[src/rtl/player_ctl_if.sv]
`default_nettype none
// ============================================================================
// Module   : player_ctl_if
// Brief    : Key/frame inputs and sprite position outputs of the player
//            motion controller.
// Revision : 1.0
// ============================================================================
interface player_ctl_if;
    logic        v_tick;
    logic        left;
    logic        right;
    logic        jump;
    logic [11:0] xpos;
    logic [11:0] ypos;
    logic [1:0]  state;
    logic        facing;

    modport master (
        output v_tick, left, right, jump,
        input  xpos, ypos, state, facing
    );

    modport slave (
        input  v_tick, left, right, jump,
        output xpos, ypos, state, facing
    );
endinterface
`default_nettype wire

[src/rtl/player_ctl.sv]
`default_nettype none
// ============================================================================
// Module   : player_ctl
// Brief    : Per-frame player sprite motion: saturated walking, gravity jump
//            with floor/ceiling clamping, animation state and facing flag.
// Revision : 1.0
// ============================================================================
module player_ctl #(
    parameter int X_INIT  = 400,
    parameter int X_MIN   = 0,
    parameter int X_MAX   = 760,
    parameter int Y_MIN   = 0,
    parameter int Y_FLOOR = 500,
    parameter int STEP    = 4,
    parameter int JUMP_V  = 16,
    parameter int GRAVITY = 1,
    parameter int V_MAX   = 15,
    parameter int VW      = 8
) (
    input  logic        clk,
    input  logic        rst,
    player_ctl_if.slave bus
);

    // Two guard bits above the 12-bit coordinates keep sums and differences
    // from wrapping before they are clamped.
    localparam int c_PW = 14;
    typedef logic signed [c_PW-1:0] pos_t;

    localparam pos_t c_X_MIN_W     = pos_t'(X_MIN);
    localparam pos_t c_X_MAX_W     = pos_t'(X_MAX);
    localparam pos_t c_Y_MIN_W     = pos_t'(Y_MIN);
    localparam pos_t c_Y_FLOOR_W   = pos_t'(Y_FLOOR);
    localparam pos_t c_STEP_W      = pos_t'(STEP);
    localparam pos_t c_GRAVITY_W   = pos_t'(GRAVITY);
    localparam pos_t c_V_MAX_W     = pos_t'(V_MAX);
    localparam pos_t c_VY_TAKEOFF  = -pos_t'(JUMP_V);

    localparam logic [11:0] c_X_INIT  = 12'(X_INIT);
    localparam logic [11:0] c_X_MIN   = 12'(X_MIN);
    localparam logic [11:0] c_X_MAX   = 12'(X_MAX);
    localparam logic [11:0] c_Y_MIN   = 12'(Y_MIN);
    localparam logic [11:0] c_Y_FLOOR = 12'(Y_FLOOR);

    localparam logic [1:0] c_IDLE   = 2'd0;
    localparam logic [1:0] c_WALK_L = 2'd1;
    localparam logic [1:0] c_WALK_R = 2'd2;
    localparam logic [1:0] c_AIR    = 2'd3;

    typedef enum logic [0:0] {
        ST_GROUND = 1'b0,
        ST_AIR    = 1'b1
    } vstate_t;

    // ------------------------------------------------------------------
    // Registers
    // ------------------------------------------------------------------
    logic                 r_v_tick_d;
    logic                 r_jump_d;
    logic                 r_jump_req;
    logic [11:0]          r_x;
    logic [11:0]          r_y;
    logic signed [VW-1:0] r_vy;
    vstate_t              r_vstate;
    logic [1:0]           r_state;
    logic                 r_facing;

    // ------------------------------------------------------------------
    // Next-state signals
    // ------------------------------------------------------------------
    logic                 w_strobe;
    logic                 w_jump_edge;
    logic                 w_jump_req_nxt;
    logic [11:0]          w_x_nxt;
    logic [11:0]          w_y_nxt;
    logic signed [VW-1:0] w_vy_nxt;
    vstate_t              w_vstate_nxt;
    logic [1:0]           w_state_nxt;
    logic                 w_facing_nxt;
    logic [1:0]           w_walk;

    pos_t                 w_x_ext;
    pos_t                 w_x_dec;
    pos_t                 w_x_inc;
    pos_t                 w_vy_ext;
    pos_t                 w_vy_grav;
    pos_t                 w_y_n;

    // ------------------------------------------------------------------
    // Datapath arithmetic
    // ------------------------------------------------------------------
    always_comb begin
        w_x_ext   = $signed({2'b00, r_x});
        w_x_dec   = w_x_ext - c_STEP_W;
        w_x_inc   = w_x_ext + c_STEP_W;
        w_vy_ext  = pos_t'(r_vy);
        w_vy_grav = w_vy_ext + c_GRAVITY_W;
        w_y_n     = $signed({2'b00, r_y}) + w_vy_ext;
    end

    assign w_strobe    = bus.v_tick & ~r_v_tick_d;
    assign w_jump_edge = bus.jump & ~r_jump_d;

    // ------------------------------------------------------------------
    // Next-state / output decision
    // ------------------------------------------------------------------
    always_comb begin
        w_jump_req_nxt = r_jump_req;
        w_x_nxt        = r_x;
        w_y_nxt        = r_y;
        w_vy_nxt       = r_vy;
        w_vstate_nxt   = r_vstate;
        w_state_nxt    = r_state;
        w_facing_nxt   = r_facing;
        w_walk         = c_IDLE;

        if (w_strobe) begin
            // Any pending request is spent by this frame, taken or not.
            w_jump_req_nxt = 1'b0;

            case ({bus.left, bus.right})
                2'b10: begin
                    w_x_nxt      = (w_x_dec < c_X_MIN_W) ? c_X_MIN : w_x_dec[11:0];
                    w_facing_nxt = 1'b0;
                    w_walk       = c_WALK_L;
                end
                2'b01: begin
                    w_x_nxt      = (w_x_inc > c_X_MAX_W) ? c_X_MAX : w_x_inc[11:0];
                    w_facing_nxt = 1'b1;
                    w_walk       = c_WALK_R;
                end
                default: w_walk = c_IDLE;
            endcase

            case (r_vstate)
                ST_GROUND: begin
                    if (r_jump_req || w_jump_edge) begin
                        w_vy_nxt     = c_VY_TAKEOFF[VW-1:0];
                        w_vstate_nxt = ST_AIR;
                    end
                end
                ST_AIR: begin
                    if (w_y_n >= c_Y_FLOOR_W) begin
                        w_y_nxt      = c_Y_FLOOR;
                        w_vy_nxt     = '0;
                        w_vstate_nxt = ST_GROUND;
                    end else if (w_y_n < c_Y_MIN_W) begin
                        w_y_nxt  = c_Y_MIN;
                        w_vy_nxt = '0;
                    end else begin
                        w_y_nxt  = w_y_n[11:0];
                        w_vy_nxt = (w_vy_grav > c_V_MAX_W) ? c_V_MAX_W[VW-1:0]
                                                           : w_vy_grav[VW-1:0];
                    end
                end
                default: w_vstate_nxt = ST_GROUND;
            endcase

            w_state_nxt = (w_vstate_nxt == ST_AIR) ? c_AIR : w_walk;
        end else if (w_jump_edge) begin
            w_jump_req_nxt = 1'b1;
        end
    end

    // ------------------------------------------------------------------
    // State register
    // ------------------------------------------------------------------
    always_ff @(posedge clk or negedge rst) begin
        if (!rst) begin
            r_v_tick_d <= 1'b1;
            r_jump_d   <= 1'b0;
            r_jump_req <= 1'b0;
            r_x        <= c_X_INIT;
            r_y        <= c_Y_FLOOR;
            r_vy       <= '0;
            r_vstate   <= ST_GROUND;
            r_state    <= c_IDLE;
            r_facing   <= 1'b1;
        end else begin
            r_v_tick_d <= bus.v_tick;
            r_jump_d   <= bus.jump;
            r_jump_req <= w_jump_req_nxt;
            r_x        <= w_x_nxt;
            r_y        <= w_y_nxt;
            r_vy       <= w_vy_nxt;
            r_vstate   <= w_vstate_nxt;
            r_state    <= w_state_nxt;
            r_facing   <= w_facing_nxt;
        end
    end

    assign bus.xpos   = r_x;
    assign bus.ypos   = r_y;
    assign bus.state  = r_state;
    assign bus.facing = r_facing;

endmodule
`default_nettype wire

[src/flat_wrapper.sv]
// flat-port wrapper written by rule: the top's interface ports become plain ports
module player_ctl_flat 
#(
    parameter int X_INIT  = 400,
    parameter int X_MIN   = 0,
    parameter int X_MAX   = 760,
    parameter int Y_MIN   = 0,
    parameter int Y_FLOOR = 500,
    parameter int STEP    = 4,
    parameter int JUMP_V  = 16,
    parameter int GRAVITY = 1,
    parameter int V_MAX   = 15,
    parameter int VW      = 8
)
  (clk, rst, bus_v_tick, bus_left, bus_right, bus_jump, bus_xpos, bus_ypos, bus_state, bus_facing);
  player_ctl_if bus_i ();
  input  logic clk;
  input  logic rst;
  input wire logic [$bits(bus_i.v_tick)-1:0] bus_v_tick;
  input wire logic [$bits(bus_i.left)-1:0] bus_left;
  input wire logic [$bits(bus_i.right)-1:0] bus_right;
  input wire logic [$bits(bus_i.jump)-1:0] bus_jump;
  output wire logic [$bits(bus_i.xpos)-1:0] bus_xpos;
  output wire logic [$bits(bus_i.ypos)-1:0] bus_ypos;
  output wire logic [$bits(bus_i.state)-1:0] bus_state;
  output wire logic [$bits(bus_i.facing)-1:0] bus_facing;
  assign bus_i.v_tick = bus_v_tick;
  assign bus_i.left = bus_left;
  assign bus_i.right = bus_right;
  assign bus_i.jump = bus_jump;
  assign bus_xpos = bus_i.xpos;
  assign bus_ypos = bus_i.ypos;
  assign bus_state = bus_i.state;
  assign bus_facing = bus_i.facing;
  player_ctl #(.X_INIT(X_INIT), .X_MIN(X_MIN), .X_MAX(X_MAX), .Y_MIN(Y_MIN), .Y_FLOOR(Y_FLOOR), .STEP(STEP), .JUMP_V(JUMP_V), .GRAVITY(GRAVITY), .V_MAX(V_MAX), .VW(VW)) u_core (.clk(clk), .rst(rst), .bus(bus_i));
endmodule
[config.mk]
export PLATFORM = sky130hd
export DESIGN_NAME = player_ctl_flat
export DESIGN_NICKNAME = d
export VERILOG_FILES = /design/src/rtl/player_ctl_if.sv /design/src/rtl/player_ctl.sv /design/src/flat_wrapper.sv
export SDC_FILE = /design/constraint.sdc
export NUM_CORES = 1
export LEC_CHECK = 0
export CORE_ASPECT_RATIO = 1.2
export CORE_UTILIZATION = 24
export DETAILED_ROUTE_END_ITERATION = 8
export PLACE_DENSITY = 0.4
export SYNTH_ARGS = -nofsm -noshare
export SYNTH_HDL_FRONTEND = slang
export SYNTH_SLANG_ARGS = --single-unit
[constraint.sdc]
create_clock -name clk -period 3.3 [get_ports clk]
set_input_delay 0.825 -clock clk [delete_from_list [all_inputs] [get_ports clk]]
set_output_delay 0.825 -clock clk [all_outputs]
set_load 0.05 [all_outputs]
* Word-level counts from Yosys, hierarchy flattened
Cells that the tools add are included.
** Word-level totals
- Word-level logic and storage cells :: 51
- Flip-flop bits (word level) :: 39
- Input port bits :: 6
- Output and inout port bits :: 27
** Cells by class
- Bitwise logic cells :: 5
- $add $sub $neg :: 4
- Equality and inequality tests :: 3
- Magnitude comparators :: 5
- Reductions and logical operators :: 6
- Muxes and demuxes :: 19
** Operator list (number)
- $mux W12 :: 4
- $mux W8 :: 4
- $lt A14 B1 Y1 const B :: 2
- $pmux W12 S2 :: 1
- $pmux W8 S2 :: 1
- $add A13 B8 Y14 :: 1
- $ge A14 B10 Y1 const B :: 1
- $gt A14 B11 Y1 const B :: 1
- $gt A14 B5 Y1 const B :: 1
- $add A12 B3 Y13 const B :: 1
- $sub A12 B3 Y13 const B :: 1
- $add A8 B2 Y9 const B :: 1
- $reduce_and A2 Y1 :: 3
- $mux W1 :: 5
- $pmux W1 S2 :: 2
- $pmux W2 S2 :: 1
- $reduce_bool A2 Y1 :: 2
- $not A1 Y1 :: 3
- $and A1 B1 Y1 :: 2
- $eq A2 B1 Y1 const B :: 1
- $eq A2 B2 Y1 const B :: 1
- $mux W2 :: 1
- $ne A2 B1 Y1 const B :: 1
- $logic_or A1 B1 Y1 :: 1

* Logic depth before layout (Yosys ltp)
- Depth after elaboration :: 7
- Mapped depth :: 12
- Mapped depth without buffers :: 11

* Least setup slack after synthesis
No wires, ideal clock.
- Kind :: register to register
- Start point :: register u_core.r_y[0] (netlist: u_core.bus.ypos[0])
- End point :: register u_core.r_vy[2]
- Clock period less this slack :: 3009 ps
- Required time :: 3180 ps
- Path buffers :: 1
- Data arrival time :: 2889 ps
- Setup slack :: 291 ps
- Cell stages (with the launch flop) :: 13
- Setup time :: 120 ps
- Path through :: dfrtp_1 > ha_1 > inv_1 > fa_1 > nor2b_1 > o21ai_0 > nor3b_1 > a2111oi_2 > nand3_1 > o211a_4 > and4_1 > buf_4 > a31o_1
** On the way
- Longest elaborated chain between the ends :: 5
- Elaborated cells on any way between the ends :: 6
- Classes of those cells :: add/sub (1); order compare (2); mux (3)
** Ends and longest elaborated chain
- start: declaration :: RTL line player_ctl.sv:62 : logic [11:0] r_y;
- start signal: assignment :: RTL line player_ctl.sv:174 : r_y <= c_Y_FLOOR;
- start signal: assignment :: RTL line player_ctl.sv:184 : r_y <= w_y_nxt;
- $add A13 B8 Y14 * :: RTL line player_ctl.sv:98 : w_y_n = $signed({2'b00, r_y}) + w_vy_ext;
- $lt A14 B1 Y1 :: RTL line player_ctl.sv:147 : end else if (w_y_n < c_Y_MIN_W) begin
- $mux W8 :: RTL line player_ctl.sv:147
- $mux W8 * :: RTL line player_ctl.sv:143 : if (w_y_n >= c_Y_FLOOR_W) begin
- $pmux W8 S2 * :: RTL line player_ctl.sv:135 : case (r_vstate)
- end signal: assignment :: RTL line player_ctl.sv:185 : r_vy <= w_vy_nxt;
- end: declaration :: RTL line player_ctl.sv:63 : logic signed [VW-1:0] r_vy;
Mark *: on every way between the ends. The rest lies on a longest branch, timed or not.
A chain may end at the register's enable or synchronous reset.

* Final worst setup path
- Start point :: register u_core.r_vy[0]
- End point :: register u_core.r_vy[2]
** On the way
- Longest elaborated chain between the ends :: 6
- Elaborated cells on any way between the ends :: 9
- Classes of those cells :: add/sub (2); order compare (3); mux (4)
** Ends and longest elaborated chain
- $add A8 B2 Y9 :: RTL line player_ctl.sv:97 : w_vy_grav = w_vy_ext + c_GRAVITY_W;
- $gt A14 B5 Y1 :: RTL line player_ctl.sv:152 : w_vy_nxt = (w_vy_grav > c_V_MAX_W) ? c_V_MAX_W[VW-1:0]
- $mux W8 :: RTL line player_ctl.sv:152
- $mux W8 :: RTL line player_ctl.sv:147
- $mux W8 * :: RTL line player_ctl.sv:143
- $pmux W8 S2 * :: RTL line player_ctl.sv:135
Marks and branches as above.

==> reports/results.tsv <==
stage	metric	value	unit
cts	clock latency on the worst-skew pair	0.28	ns
global_route	initial antenna violation count	0	
die	num rows	44	
cts	CTS Buf Count	5	
job	Max Cap Viol	0	
worst_setup_path	crit-path cells	ha_1, inv_1, fa_1, nor2b_1, o2111ai_1, a21oi_1, o41a_1, nor4b_1, nor2_1, and4_1, a31o_1	
yosys	Yosys top cell by area	dfrtp_1	
cts	post-CTS resize count	0	
sta	final hold violation count	0	
sta	RSZ-0062 raised after global routing	false	
global_route	all-layer global routing usage	0.133	
finish	Total Nets Final	403	
sta	Fmax	0.323	GHz
power	Seq pwr share	0.243	
cts	clk slew on worst S/H paths	0.06	ns
sta	post-route minimum period	3.10	ns
yosys	Post-Syn Area	2960	µm²
cts	Clock Tree Buf Depth	2	
place	post-DP HPWL	6080	µm
finish	ANT cells	0	
power	Max VDD drop	0.399	mV
die	io pins	33	
sta	Slew Limit Fails	0	
sta	worst slew pin tran	0.929	ns
power	Clk pwr share	0.161	
power	Switching Share	0.489	
route	Via Count	2668	
worst_setup_path	WP data arrival	3.32	ns
sta	Final Cycle Share	0.939	
route	final wirelength	8090	µm
finish	layout cell share with drive strength beyond 1	0.117	
cts	CTS tree	yes	
yosys	#FFs+latches synth	37	
route	DRT Pass-1 Iters	4	
die	Core Region	12100	µm²
route	drt drc	0	
die	Die W	103	µm
yosys	post-synthesis sequential area ratio	0.318	
yosys	Yosys top cell area share	0.220	
route	Starting DRT DRC Count	76	
worst_setup_path	Crit-path slowest cell	dfrtp_1	
worst_setup_path	CP endpoint kind	flip-flop	
yosys	Main synth FF type	dfrtp_1	
finish	Final Cell Area	3560	µm²
place	dpl cell area	3380	µm²
yosys	library cells used by synthesis	70	
cts	postcts setup bufs	0	
global_route	grt ovf	0	
finish	area of the multi-input gates	1810	µm²
cts	Clock Sinks	37	
route	Via-to-Cell Ratio	4.96	
power	Static Leakage	1.38	nW
power	Cell Int Power	1.82	mW
yosys	ranking of synthesized cells by area	dfrtp_1 22%, dfstp_2 9.8%, ha_1 8.5%, a21oi_1 5.2%, o21ai_0 5.2%	
worst_setup_path	Max stage delay on crit path	0.44	ns
yosys	Post-synth ARST share	1.00	
worst_setup_path	Req. time, crit path	3.53	ns
yosys	commonest cells in the netlist	32 x nor2_1, 31 x a21oi_1, 31 x o21ai_0, 26 x dfrtp_1, 26 x nand2_1	
yosys	Syn Area/Cell	8.48	µm²
place	RePlAce Congestion	0.826	
cts	H-tree depth	2	
sta	clk_skew	0.00444	ns
hold_path	worst hold path class	reg2reg	
die	initial core utilization	0.245	
finish	Area Overhead vs Synth	20.2	%
worst_setup_path	Critical Path Start Type	flip-flop	
worst_setup_path	Crit Path Category	reg2reg	
power	power share of the combinational group	0.596	
power	Psw	1.74	mW
finish	register area	940	µm²
cts	Clock Root Buffer	clkbuf_16	
finish	Finished Layout Cells	538	
cts	cts hold-fix bufs	0	
place	PortBufs	30	
power	P per Cell Area	1000	nW/µm²
die	die footprint	12800	µm²
route	antenna-violating nets left	0	
finish	Final Util	0.295	
yosys	most common cell in the netlist	nor2_1	
route	routed len/inst	15.0	µm
yosys	Post-Syn Instances	349	
global_route	vias in the first global route	2474	
worst_setup_path	crit-path max FO	9	
yosys	Post-synth EDFFs	0	
die	Die Ht	124	µm
place	DP Cell Count	530	
yosys	Yosys warning total	0	
global_route	largest net degree at the start of global routing	38	
sta	Final Setup Violations	0	
finish	# fillers	1285	
sta	aggregate negative setup slack	0	ns
outcome	status	finished clean	
global_route	first-pass GRT wire length	12800	µm
sta	Slew headroom	0.381	
[worst paths after layout]
check                      slack, ns                             end                          start  cells after the start
min in group asynchronous       0.68  u_core.bus.ypos[3]$_DFFE_PN0P_                            rst                      1
hold reg to reg                 0.48   u_core.bus.facing$_DFFE_PN1P_  u_core.bus.facing$_DFFE_PN1P_                      2
max in group asynchronous       2.04       u_core.r_jump_d$_DFF_PN0_                            rst                      1
hold / removal                  0.48   u_core.bus.facing$_DFFE_PN1P_  u_core.bus.facing$_DFFE_PN1P_                      2
setup reg to reg                0.20      u_core.r_vy[2]$_DFFE_PN0P_     u_core.r_vy[0]$_DFFE_PN0P_                     11
setup / recovery                0.20      u_core.r_vy[2]$_DFFE_PN0P_     u_core.r_vy[0]$_DFFE_PN0P_                     11
[final cells by class]
type	instances	share of cell area
multi-input combinational	272	0.509
sequential	37	0.264
timing repair buffer	37	0.0978
tap	161	0.0566
clock buffer	7	0.0401
inverter	23	0.0243
clock inverter	1	0.00844
[through the flow]
stage / setup slack (ns) / power (mW) / hold slack (ns)
final: 0.202 / 3.56 / 0.484
after CTS: 0.216 / 3.60 / 0.488
after global routing: 0.0268 / 3.84 / 0.528
after global placement: 0.239 / 3.02 / 0.478
after floorplan: 0.291 / 2.44 / 0.456
after detailed placement: 0.235 / 3.01 / 0.480
[sequential cells by signal, summed over array words and instances (netlist names)]
register           flops
u_core.bus.ypos       12
u_core.bus.xpos       10
u_core.r_vy            8
u_core.bus.state       2
u_core.bus.facing      1
u_core.r_jump_d        1
u_core.r_jump_req      1
u_core.r_v_tick_d      1
u_core.r_vstate        1
[metal layers]
| layer | vias up | wire (µm) | track usage |
|---|---|---|---|
| met4 | 0 | 107 | 0.0423 |
| li1 | 1324 | - | - |
| met2 | 38 | 4170 | 0.236 |
| met1 | 1300 | 3660 | 0.162 |
| met5 | - | 0 | 0 |
| met3 | 6 | 143 | 0.0224 |
[power groups by stage]
stage | Sequential [mW] | Combinational (mW) | Clock [mW]
floorplan | 1.08 | 1.36 | 0
global placement | 0.875 | 2.15 | 0
detailed placement | 0.872 | 2.14 | 0
CTS | 0.866 | 2.15 | 0.589
global route | 0.893 | 2.35 | 0.602
finish | 0.866 | 2.12 | 0.574
[layout by cell type (no fill, tap or decap), types with 8 or more instances in the layout]
| cell | synthesis | final |
|---|---|---|
| inv_1 | 23 | 23 |
| nand2_1 | 26 | 26 |
| ha_1 | 20 | 20 |
| nor2_1 | 32 | 32 |
| clkdlybuf4s50_1 | 0 | 29 |
| nand3_1 | 8 | 8 |
| nor3_1 | 9 | 9 |
| a31oi_1 | 8 | 8 |
| dfrtp_1 | 26 | 26 |
| dfstp_2 | 11 | 11 |
| o21ai_0 | 31 | 31 |
| a21oi_1 | 31 | 31 |
[critical path, delay by kind of cell, from the launching register on]
family | cells | cell delay [ns]
buffers and inverters | 1 | 0.07
adder cells (fa/ha/maj) | 2 | 0.44
flip-flops | 1 | 0.44
AND/OR/NAND/NOR | 4 | 1.09
AO/OA/AOI/OAI | 4 | 1.00
[kinds of logic (layout without fill, tap and decap cells)]
group | after synthesis | count (layout) | share of synthesized area
compound gates | 120 | 120 | 0.271
xor+xnor | 11 | 11 | 0.0326
fa+ha+maj | 21 | 21 | 0.0913
buf+inv | 41 | 68 | 0.0723
flops | 37 | 37 | 0.318
other cells | 1 | 2 | 0.00127
simple gates | 118 | 118 | 0.214
Note: power is estimated with default switching activity, not from simulation.
